===== src/rtl/psec_sca_ctrl.sv =====
// Sampling controller for one PSEC channel: bank write enables, sample/trigger
// counting, post-trigger stop delay and serial readout of the captured counters.
module psec_sca_ctrl #(
  parameter int NUM_BANKS = 4,
  parameter int CNT_W     = 12,
  parameter int TRIG_W    = 8,
  parameter int DLY_W     = 8,
  parameter int BSEL_W    = $clog2(NUM_BANKS)
) (
  input  logic                 clk,
  input  logic                 rst,
  input  logic                 init_req,
  input  logic                 start,
  input  logic [1:0]           smode,
  input  logic [BSEL_W-1:0]    bank_sel,
  input  logic                 slow_sel,
  input  logic                 trigger,
  input  logic [DLY_W-1:0]     stop_dly,
  input  logic                 readout_req,
  output logic [NUM_BANKS-1:0] bank_en,
  output logic                 slow_en,
  output logic                 sdo,
  output logic                 sdo_valid,
  output logic                 busy,
  output logic                 cfg_err
);

  localparam int SR_W  = TRIG_W + CNT_W + 4;
  localparam int BIT_W = $clog2(SR_W);

  localparam logic [2:0] ST_INIT     = 3'd0;
  localparam logic [2:0] ST_STOPPED  = 3'd1;
  localparam logic [2:0] ST_SAMPLING = 3'd2;
  localparam logic [2:0] ST_STOPPING = 3'd3;
  localparam logic [2:0] ST_READOUT  = 3'd4;

  logic [2:0]        state;
  logic [CNT_W-1:0]  cnt;
  logic [TRIG_W-1:0] trig_cnt;
  logic [DLY_W-1:0]  dly_cnt;
  logic [BSEL_W-1:0] grp;
  logic [SR_W-1:0]   sr;
  logic [BIT_W-1:0]  bit_cnt;
  logic [SR_W-1:0]   sr_load;

  function automatic logic [NUM_BANKS-1:0] bank_mask(input logic [1:0] mode,
                                                     input logic [BSEL_W-1:0] sel);
    logic [NUM_BANKS-1:0] m;
    m = '0;
    case (mode)
      2'b00:   m = NUM_BANKS'(1) << sel;
      2'b01:   m = NUM_BANKS'(3) << (sel & ~BSEL_W'(1));
      default: m = '1;
    endcase
    return m;
  endfunction

  function automatic logic [TRIG_W-1:0] sat_inc(input logic [TRIG_W-1:0] v);
    return (v == '1) ? v : v + TRIG_W'(1);
  endfunction

  // grp is zero-extended to a fixed 4-bit field so the frame layout is bank-count independent
  assign sr_load = {trig_cnt, cnt, 4'(grp)};
  assign busy    = (state == ST_SAMPLING) || (state == ST_STOPPING) || (state == ST_READOUT);

  always_ff @(posedge clk) begin
    if (rst || init_req) begin
      state     <= ST_INIT;
      cnt       <= '0;
      trig_cnt  <= '0;
      dly_cnt   <= '0;
      grp       <= '0;
      bit_cnt   <= '0;
      bank_en   <= '0;
      slow_en   <= 1'b0;
      sdo       <= 1'b0;
      sdo_valid <= 1'b0;
      cfg_err   <= 1'b0;
    end else begin
      case (state)
        ST_INIT, ST_STOPPED: begin
          if (start) begin
            if (smode == 2'b10 && !slow_sel) begin
              cfg_err <= 1'b1;
            end else begin
              state <= ST_SAMPLING;
              if (slow_sel) begin
                slow_en <= 1'b1;
                bank_en <= '0;
                grp     <= '0;
              end else begin
                bank_en <= bank_mask(smode, bank_sel);
                grp     <= (smode == 2'b11) ? '0 : bank_sel;
              end
            end
          end else if (state == ST_STOPPED && readout_req) begin
            state     <= ST_READOUT;
            sdo       <= sr_load[SR_W-1];
            sdo_valid <= 1'b1;
            bit_cnt   <= BIT_W'(SR_W - 1);
          end
        end
        ST_SAMPLING: begin
          cnt <= cnt + CNT_W'(1);
          if (trigger) begin
            trig_cnt <= sat_inc(trig_cnt);
            if (stop_dly == '0) begin
              state   <= ST_STOPPED;
              bank_en <= '0;
              slow_en <= 1'b0;
            end else begin
              dly_cnt <= stop_dly;
              state   <= ST_STOPPING;
            end
          end
        end
        ST_STOPPING: begin
          cnt     <= cnt + CNT_W'(1);
          dly_cnt <= dly_cnt - DLY_W'(1);
          if (trigger) trig_cnt <= sat_inc(trig_cnt);
          if (dly_cnt == DLY_W'(1)) begin
            state   <= ST_STOPPED;
            bank_en <= '0;
            slow_en <= 1'b0;
          end
        end
        ST_READOUT: begin
          if (bit_cnt == '0) begin
            state     <= ST_STOPPED;
            sdo       <= 1'b0;
            sdo_valid <= 1'b0;
          end else begin
            sdo     <= sr[SR_W-1];
            bit_cnt <= bit_cnt - BIT_W'(1);
          end
        end
        default: state <= ST_INIT;
      endcase
    end
  end

  // Shift data path carries no reset; it is fully reloaded on every readout request
  always_ff @(posedge clk) begin
    if (state == ST_STOPPED && !start && readout_req) sr <= sr_load << 1;
    else if (state == ST_READOUT)                      sr <= sr << 1;
  end

endmodule


===== config.mk =====
export PLATFORM = sky130hd
export DESIGN_NAME = psec_sca_ctrl
export DESIGN_NICKNAME = d
export VERILOG_FILES = /design/src/rtl/psec_sca_ctrl.sv
export SDC_FILE = /design/constraint.sdc
export NUM_CORES = 1
export LEC_CHECK = 0
export BUFFER_PORTS_ARGS = -buffer_cell sky130_fd_sc_hd__buf_2
export CAP_MARGIN = 15
export CORE_MARGIN = 4
export CORE_UTILIZATION = 50
export CTS_CLUSTER_DIAMETER = 80
export CTS_CLUSTER_SIZE = 30
export DETAILED_ROUTE_END_ITERATION = 7
export GPL_TIMING_DRIVEN = 0
export HOLD_SLACK_MARGIN = 0.08
export PLACE_DENSITY = 0.76
export RECOVER_POWER = 50
export SYNTH_ARGS = -nofsm -noshare
export SYNTH_HDL_FRONTEND = slang
export SYNTH_SLANG_ARGS = --single-unit
export TNS_END_PERCENT = 5

===== constraint.sdc =====
create_clock -name clk -period 2.2 [get_ports clk]
set_input_delay 0.22 -clock clk [delete_from_list [all_inputs] [get_ports clk]]
set_output_delay 0.22 -clock clk [all_outputs]
set_load 0.05 [all_outputs]

==> metrics.md, run 1 <==
| Metric | Value |
|---|---|
| Status | `finished clean` |
| Antenna diode count | `0` |
| Max Cap Viol | `0` |
| Largest area contributor in the synthesized netlist | `dfxtp_1` |
| Total grt overflow | `0` |
| Routed vias | `2649` |
| Worst Setup End Kind | `flop` |
| EDFF count, synth | `21` |
| Die W | `88.8 um` |
| R2R Setup Slk | `0.14 ns` |
| Most frequent cells after synthesis | `nor2_1, dfxtp_1, nand2_1` |
| DIE HEIGHT | `88.8 um` |
| CP max-delay cell | `nor3b_2` |
| Number of hold buffers added after CTS | `0` |
| Worst setup SP type | `flop` |
| Syn Nets | `357` |
| Final setup fails | `0` |
| Hold path start | `stop_dly[7]` |
| RSZ-0062 raised after global routing | `no` |
| HP Class | `in -> reg` |
| CTS sink cnt | `69` |
| CP required | `2.41 ns` |
| GPL Wtd Cong | `0.875` |
| RR Endpoint | `bit_cnt[3]$_SDFFE_PP0P_` |
| Largest net degree at the start of global routing | `22` |
| Cell with the most instances after synthesis | `nor2_1` |
| Yosys warns | `0` |
| Yosys top cell area share | `29.4%` |
| Crit Path Max Fanout | `9` |
| Per-cell routed wire length | `15.4 um` |
| Fin nets | `395` |
| Share of layout cells above drive strength 1 | `14.9%` |
| Mean post-synth cell area | `9.81 um^2` |
| Asr flop ratio synth | `0%` |
| Slew headroom | `54.9%` |
| Port bufs | `27` |
| Post-CTS Resized | `1` |
| Die Area | `0.00789 mm^2` |
| Area grow syn2layout | `13.3%` |
| H-Tree Depth | `3` |
| CP Cell Sequence | `buf_4 > nor3b_2 > nand2b_1 > or4_1 > xor2_1 > nor3_2` |
| Routed Antenna Nets | `0` |
| Vias/cell | `5.85` |
| Vias in the first global route | `2573` |
| Fmax | `485 MHz` |
| Count of final hold-check violations | `0` |
| Hold Crit Endpoint | `dly_cnt[7]$_SDFFE_PP0P_` |
| Iter 0 DRT Violations | `159` |
| Cell Area, Placed | `0.00350 mm^2` |
| Core Region | `0.00635 mm^2` |
| Clk_skew | `0.00796 ns` |
| Clk_lat worst skew | `0.34 ns` |
| DR pass1 iterations | `4` |
| Min Tclk post-route | `2.06 ns` |
| Initial antenna violation count | `0` |
| Sequential area share after synthesis | `48.7%` |
| Ports | `28` |
| Syn Inst Count | `333` |
| Crit path from | `state[0]$_SDFFE_PP0P_` |
| Residual DRC count | `0` |
| Post-synth design cell area | `0.00327 mm^2` |
| Worst r2r src | `state[0]$_SDFFE_PP0P_` |
| Slowest Stage Delay on Critical Path | `0.55 ns` |
| Total CTS buffers | `9` |
| Yosys cell types | `54` |
| Worst-case reg-to-reg path depth | `6` |
| Lkg Pwr | `1.27 nW` |
| TritonCTS clock tree | `yes` |
| Total GRT Usage | `19.9%` |
| Fill count | `563` |
| Data arrival, critical path | `2.28 ns` |
| Global-route wire length before repair | `12000 um` |
| Row count | `29` |
| WS Path Type | `reg -> reg` |
| Clk pin slew, worst setup/hold paths | `0.08 ns` |
| Root Driver | `clkbuf_8` |
| Hold path depth | `3` |
| Cell area after layout | `0.00370 mm^2` |
| DPL Wire Length | `4960 um` |
| Seq cells post-synth | `69` |
| Ys flop type | `dfxtp_1` |
| Post-route clock period utilization | `93.7%` |
| Core Util, Final | `58.3%` |
| Worst vdd ir | `0.000442 V` |
| Initial core utilization | `51.5%` |
| PD cells | `730 mW/mm^2` |
| Routed WL | `6970 um` |
| Synth top area cells | `dfxtp_1, edfxtp_1, nor2_1` |
| Slew of the pin with the lowest slew margin | `0.674 ns` |
| Clock buffer depth | `2` |
| Post-CTS setup buffers | `0` |
| Slew Viols, Final | `0` |
==> worst max-delay path, delay by kind of cell (launching register included) <==
kind / cells / cell delay, ns
xor+xnor: 1 / 0.18
buf+inv: 1 / 0.16
flops: 1 / 0.31
simple gates: 4 / 1.30
==> cells in the final DEF (no fill, tap or decap), types with 3 or more instances in the layout <==
cell and count:
nor2_1 50, dfxtp_1 48, nand2_1 28, buf_2 21
a21oi_1 21, edfxtp_1 21, a22o_1 19, clkbuf_1 18
o21ai_0 15, xor2_1 11, inv_1 9, nand3_1 9
xnor2_1 9, clkbuf_8 9, nand4_1 6, nor3_1 6
mux2i_1 5, ha_1 5, nor2b_1 3, nor4_4 3
nor4b_1 3
==> layout make-up <==
cell class                 count  area [um^2]  share of cell area (%)
tap                           77         96.3                    2.60
multi-input combinational    239         1560                    42.2
buffer                        16         71.3                    1.93
timing repair buffer          27          125                    3.38
clock inverter                 7         96.3                    2.60
inverter                       9         33.8                   0.912
sequential                    69         1590                    43.0
clock buffer                   9          124                    3.35
==> worst max-delay path by stage <==
| stage | slack (ns) | depth (start not counted) | end |
|---|---|---|---|
| 3_5_place_dp | -0.03 | 4 | sr[13]$_DFFE_PP_ |
| 3_3_place_gp | -0.02 | 4 | sr[12]$_DFFE_PP_ |
| 2_1_floorplan | 0.35 | 4 | sr[10]$_DFFE_PP_ |
| 4_1_cts | 0.14 | 5 | busy |
| 5_1_grt | 0.01 | 7 | bit_cnt[0]$_SDFFE_PP0P_ |
| 6_report | 0.14 | 6 | bit_cnt[3]$_SDFFE_PP0P_ |
==> sequential cells by signal (all words and copies together), names as in the netlist <==
signal	cells
sr	23
cnt	12
dly_cnt	8
trig_cnt	8
bit_cnt	5
bank_en	4
state	3
grp	2
cfg_err	1
sdo	1
sdo_valid	1
slow_en	1
==> routing by layer <==
metal / track usage [%] / vias to the layer above / wire, um
met5: 0 / - / 0
met4: 8.65 / 0 / 126
met3: 4.10 / 12 / 322
met2: 30.4 / 64 / 3260
met1: 27.2 / 1283 / 3260
li1: - / 1290 / -
==> logic make-up (layout without fill, tap and decap cells) <==
logic type / count (synthesis) / in the layout / share of synthesized area (%)
buffers and inverters: 25 / 68 / 3.41
XOR/XNOR: 20 / 20 / 5.36
flip-flops: 69 / 69 / 48.7
AO/OA/AOI/OAI: 75 / 75 / 16.6
AND/OR/NAND/NOR: 132 / 132 / 21.8
adder cells (fa/ha/maj): 5 / 5 / 1.91
multiplexers: 7 / 7 / 2.22
==> report_power, final <==
part | total, W | internal (W) | switching (W)
Combinational | 0.000196 | 0.0000700 | 0.000126
Clock | 0.00115 | 0.000642 | 0.000508
Sequential | 0.00135 | 0.00134 | 0.0000194
Total | 0.00270 | 0.00205 | 0.000654
==> per-stage QoR <==
step	std cells	hold slack [ns]	worst slack, ns	TNS [ns]	power [W]
2_1_floorplan	333	0.382	0.349	0	0.00151
3_3_place_gp	437	0.442	-0.0182	-0.361	0.00157
3_5_place_dp	437	0.448	-0.0281	-0.567	0.00158
4_1_cts	453	0.163	0.139	0	0.00272
5_1_grt	453	0.182	0.0131	0	0.00280
6_report	453	0.175	0.138	0	0.00270
Note: power is estimated with default switching activity, not from simulation.
==> inputs of run 2 (changes only) <==
--- a/config.mk
+++ b/config.mk
@@ -9,13 +9,14 @@
 export CAP_MARGIN = 15
 export CORE_MARGIN = 4
 export CORE_UTILIZATION = 50
+export CTS_BUF_LIST = sky130_fd_sc_hd__clkbuf_4
 export CTS_CLUSTER_DIAMETER = 80
 export CTS_CLUSTER_SIZE = 30
 export DETAILED_ROUTE_END_ITERATION = 7
-export GPL_TIMING_DRIVEN = 0
 export HOLD_SLACK_MARGIN = 0.08
 export PLACE_DENSITY = 0.76
 export RECOVER_POWER = 50
+export SETUP_SLACK_MARGIN = 0.05
 export SYNTH_ARGS = -nofsm -noshare
 export SYNTH_HDL_FRONTEND = slang
 export SYNTH_SLANG_ARGS = --single-unit
==> run 2 against run 1 <==
Routed wire length shrank 3.4%. Clock-buffer cell count grew 1. Hold slack lost 0.071 ns. Final cell count shrank 2.0%. Power shrank 13%. Sequential share of layout area grew 1.6 points. Critical path depth shrank 3. Via count shrank 3.6%. Clock skew grew 0.0086 ns. Die area is the same. Critical path type is now reg -> out.
==> metrics.md, run 2 (same netlist as run 1, synthesis figures left out) <==
| Metric | Value |
|---|---|
| Status | `finished clean` |
| GPL Wtd Cong | `0.819` |
| Largest register FFs | `23` |
| Worst setup endpoint | `busy` |
| Initial antenna violation count | `0` |
| H-Tree Depth | `3` |
| Fill count | `553` |
| Vias/cell | `5.75` |
| Worst vdd ir | `0.000408 V` |
| Final setup fails | `0` |
| Post-CTS setup buffers | `0` |
| Most frequent cells in the layout | `nor2_1, dfxtp_1, nand2_1` |
| Post-Route Setup TNS | `0 ns` |
| Cell Area, Placed | `0.00347 mm^2` |
| Fmax | `489 MHz` |
| Port bufs | `27` |
| WS Path Type | `reg -> out` |
| Routed WL | `6740 um` |
| Count of final hold-check violations | `0` |
| Slew Viols, Final | `0` |
| Clock buffer depth | `2` |
| Worst slack at placement | `0.298 ns` |
| Cell area after layout | `0.00357 mm^2` |
| R2R Setup Slk | `0.17 ns` |
| Reg power frac | `57.6%` |
| Data arrival, critical path | `1.83 ns` |
| DR pass1 iterations | `5` |
| RR Endpoint | `sr[20]$_DFFE_PP_` |
| Root Driver | `clkbuf_4` |
| PD cells | `661 mW/mm^2` |
| Area grow syn2layout | `9.26%` |
| Post-route clock period utilization | `93.0%` |
| Die Area | `0.00789 mm^2` |
| Post-CTS Resized | `0` |
| DPL Wire Length | `4610 um` |
| HP Class | `in -> reg` |
| Share of layout cells above drive strength 1 | `14.4%` |
| Clk_lat worst skew | `0.42 ns` |
| Row count | `29` |
| DIE HEIGHT | `88.8 um` |
| Largest net degree at the start of global routing | `27` |
| Global-route wire length before repair | `11700 um` |
| Min Tclk post-route | `2.05 ns` |
| CP required | `1.98 ns` |
| Total grt overflow | `0` |
| Die W | `88.8 um` |
| Routed Antenna Nets | `0` |
| TritonCTS clock tree | `yes` |
| RSZ-0062 raised after global routing | `yes` |
| Total CTS buffers | `9` |
| Initial core utilization | `51.5%` |
| Iter 0 DRT Violations | `221` |
| Worst r2r src | `state[0]$_SDFFE_PP0P_` |
| Switching power total | `0.000600 W` |
| Net Sw Frac | `25.4%` |
| Antenna diode count | `0` |
| Biggest register | `sr` |
| Core Region | `0.00635 mm^2` |
| Crit path from | `state[1]$_SDFFE_PP0P_` |
| Combinational share of power | `7.8%` |
| Max Cap Viol | `0` |
| Worst setup SP type | `flop` |
| CTS sink cnt | `69` |
| Clk pin slew, worst setup/hold paths | `0.12 ns` |
| Ports | `28` |
| Internal | `0.00176 W` |
| Slew headroom | `52.4%` |
| Total GRT Usage | `19.1%` |
| Top flop regs | `sr: 23 flops, cnt: 12 flops` |
| Vias in the first global route | `2494` |
| Slew of the pin with the lowest slew margin | `0.712 ns` |
| Final total power | `0.00236 W` |
| Number of hold buffers added after CTS | `0` |
| Clk_skew | `0.0165 ns` |
| Worst-case reg-to-reg path depth | `4` |
| Residual DRC count | `0` |
| Worst Setup End Kind | `output port` |
| Fin nets | `386` |
| Lkg Pwr | `1.21 nW` |
| Per-cell routed wire length | `15.2 um` |
| Routed vias | `2554` |
| Post-route setup slack | `0.155 ns` |
| Crit Path Max Fanout | `15` |
| Commonest non-fill, non-tap cell in the layout | `nor2_1` |
| Clock Power Share | `34.6%` |
run 2: final cells by class:
| type | count | area [um^2] | area share [%] |
|---|---|---|---|
| flip-flops and latches | 69 | 1590 | 44.6 |
| clock inverters | 6 | 63.8 | 1.79 |
| clock buffers | 10 | 75.1 | 2.10 |
| multi-input cells | 239 | 1550 | 43.3 |
| inverters | 9 | 33.8 | 0.946 |
| well taps | 77 | 96.3 | 2.70 |
| repair buffers | 34 | 163 | 4.56 |
run 2: worst max-delay path, cell delays in order (launching register included):
cell and delay, ns:
dfxtp_1 0.48, or3b_1 0.56, nand2_1 0.12, buf_2 0.26
run 2: metal layers:
metal	track usage (%)	up-vias	wire [um]
met4	8.79	0	155
met1	26.3	1195	3200
li1	-	1267	-
met3	3.07	14	365
met5	0	-	0
met2	29.4	78	3020
run 2: power groups by stage:
stage	registers [W]	logic, W	clock network [W]
3_3_place_gp	0.00139	0.000183	0
2_1_floorplan	0.00139	0.000122	0
6_report	0.00136	0.000183	0.000817
4_1_cts	0.00136	0.000187	0.000834
5_1_grt	0.00136	0.000204	0.000881
3_5_place_dp	0.00139	0.000185	0
run 2: metrics by stage:
stage / instances / hold slack [ns] / util (%)
after CTS: 444 / 0.0868 / 56.9
final: 444 / 0.104 / 56.2
after floorplan: 333 / 0.382 / -
after global placement: 428 / 0.447 / 54.7
after detailed placement: 428 / 0.444 / 54.7
after global routing: 444 / 0.110 / 56.2
run 2: how the worst min path moves through the flow:
| stage | from | endpoint | slack, ns | cells past startpoint |
|---|---|---|---|---|
| 2_1_floorplan | stop_dly[7] | dly_cnt[7]$_SDFFE_PP0P_ | 0.38 | 2 |
| 3_3_place_gp | bank_en[2]$_SDFFE_PP0P_ | bank_en[2]$_SDFFE_PP0P_ | 0.45 | 2 |
| 3_5_place_dp | bank_en[1]$_SDFFE_PP0P_ | bank_en[1]$_SDFFE_PP0P_ | 0.44 | 2 |
| 4_1_cts | stop_dly[4] | dly_cnt[4]$_SDFFE_PP0P_ | 0.09 | 3 |
| 5_1_grt | stop_dly[4] | dly_cnt[4]$_SDFFE_PP0P_ | 0.11 | 3 |
| 6_report | stop_dly[6] | dly_cnt[6]$_SDFFE_PP0P_ | 0.10 | 3 |
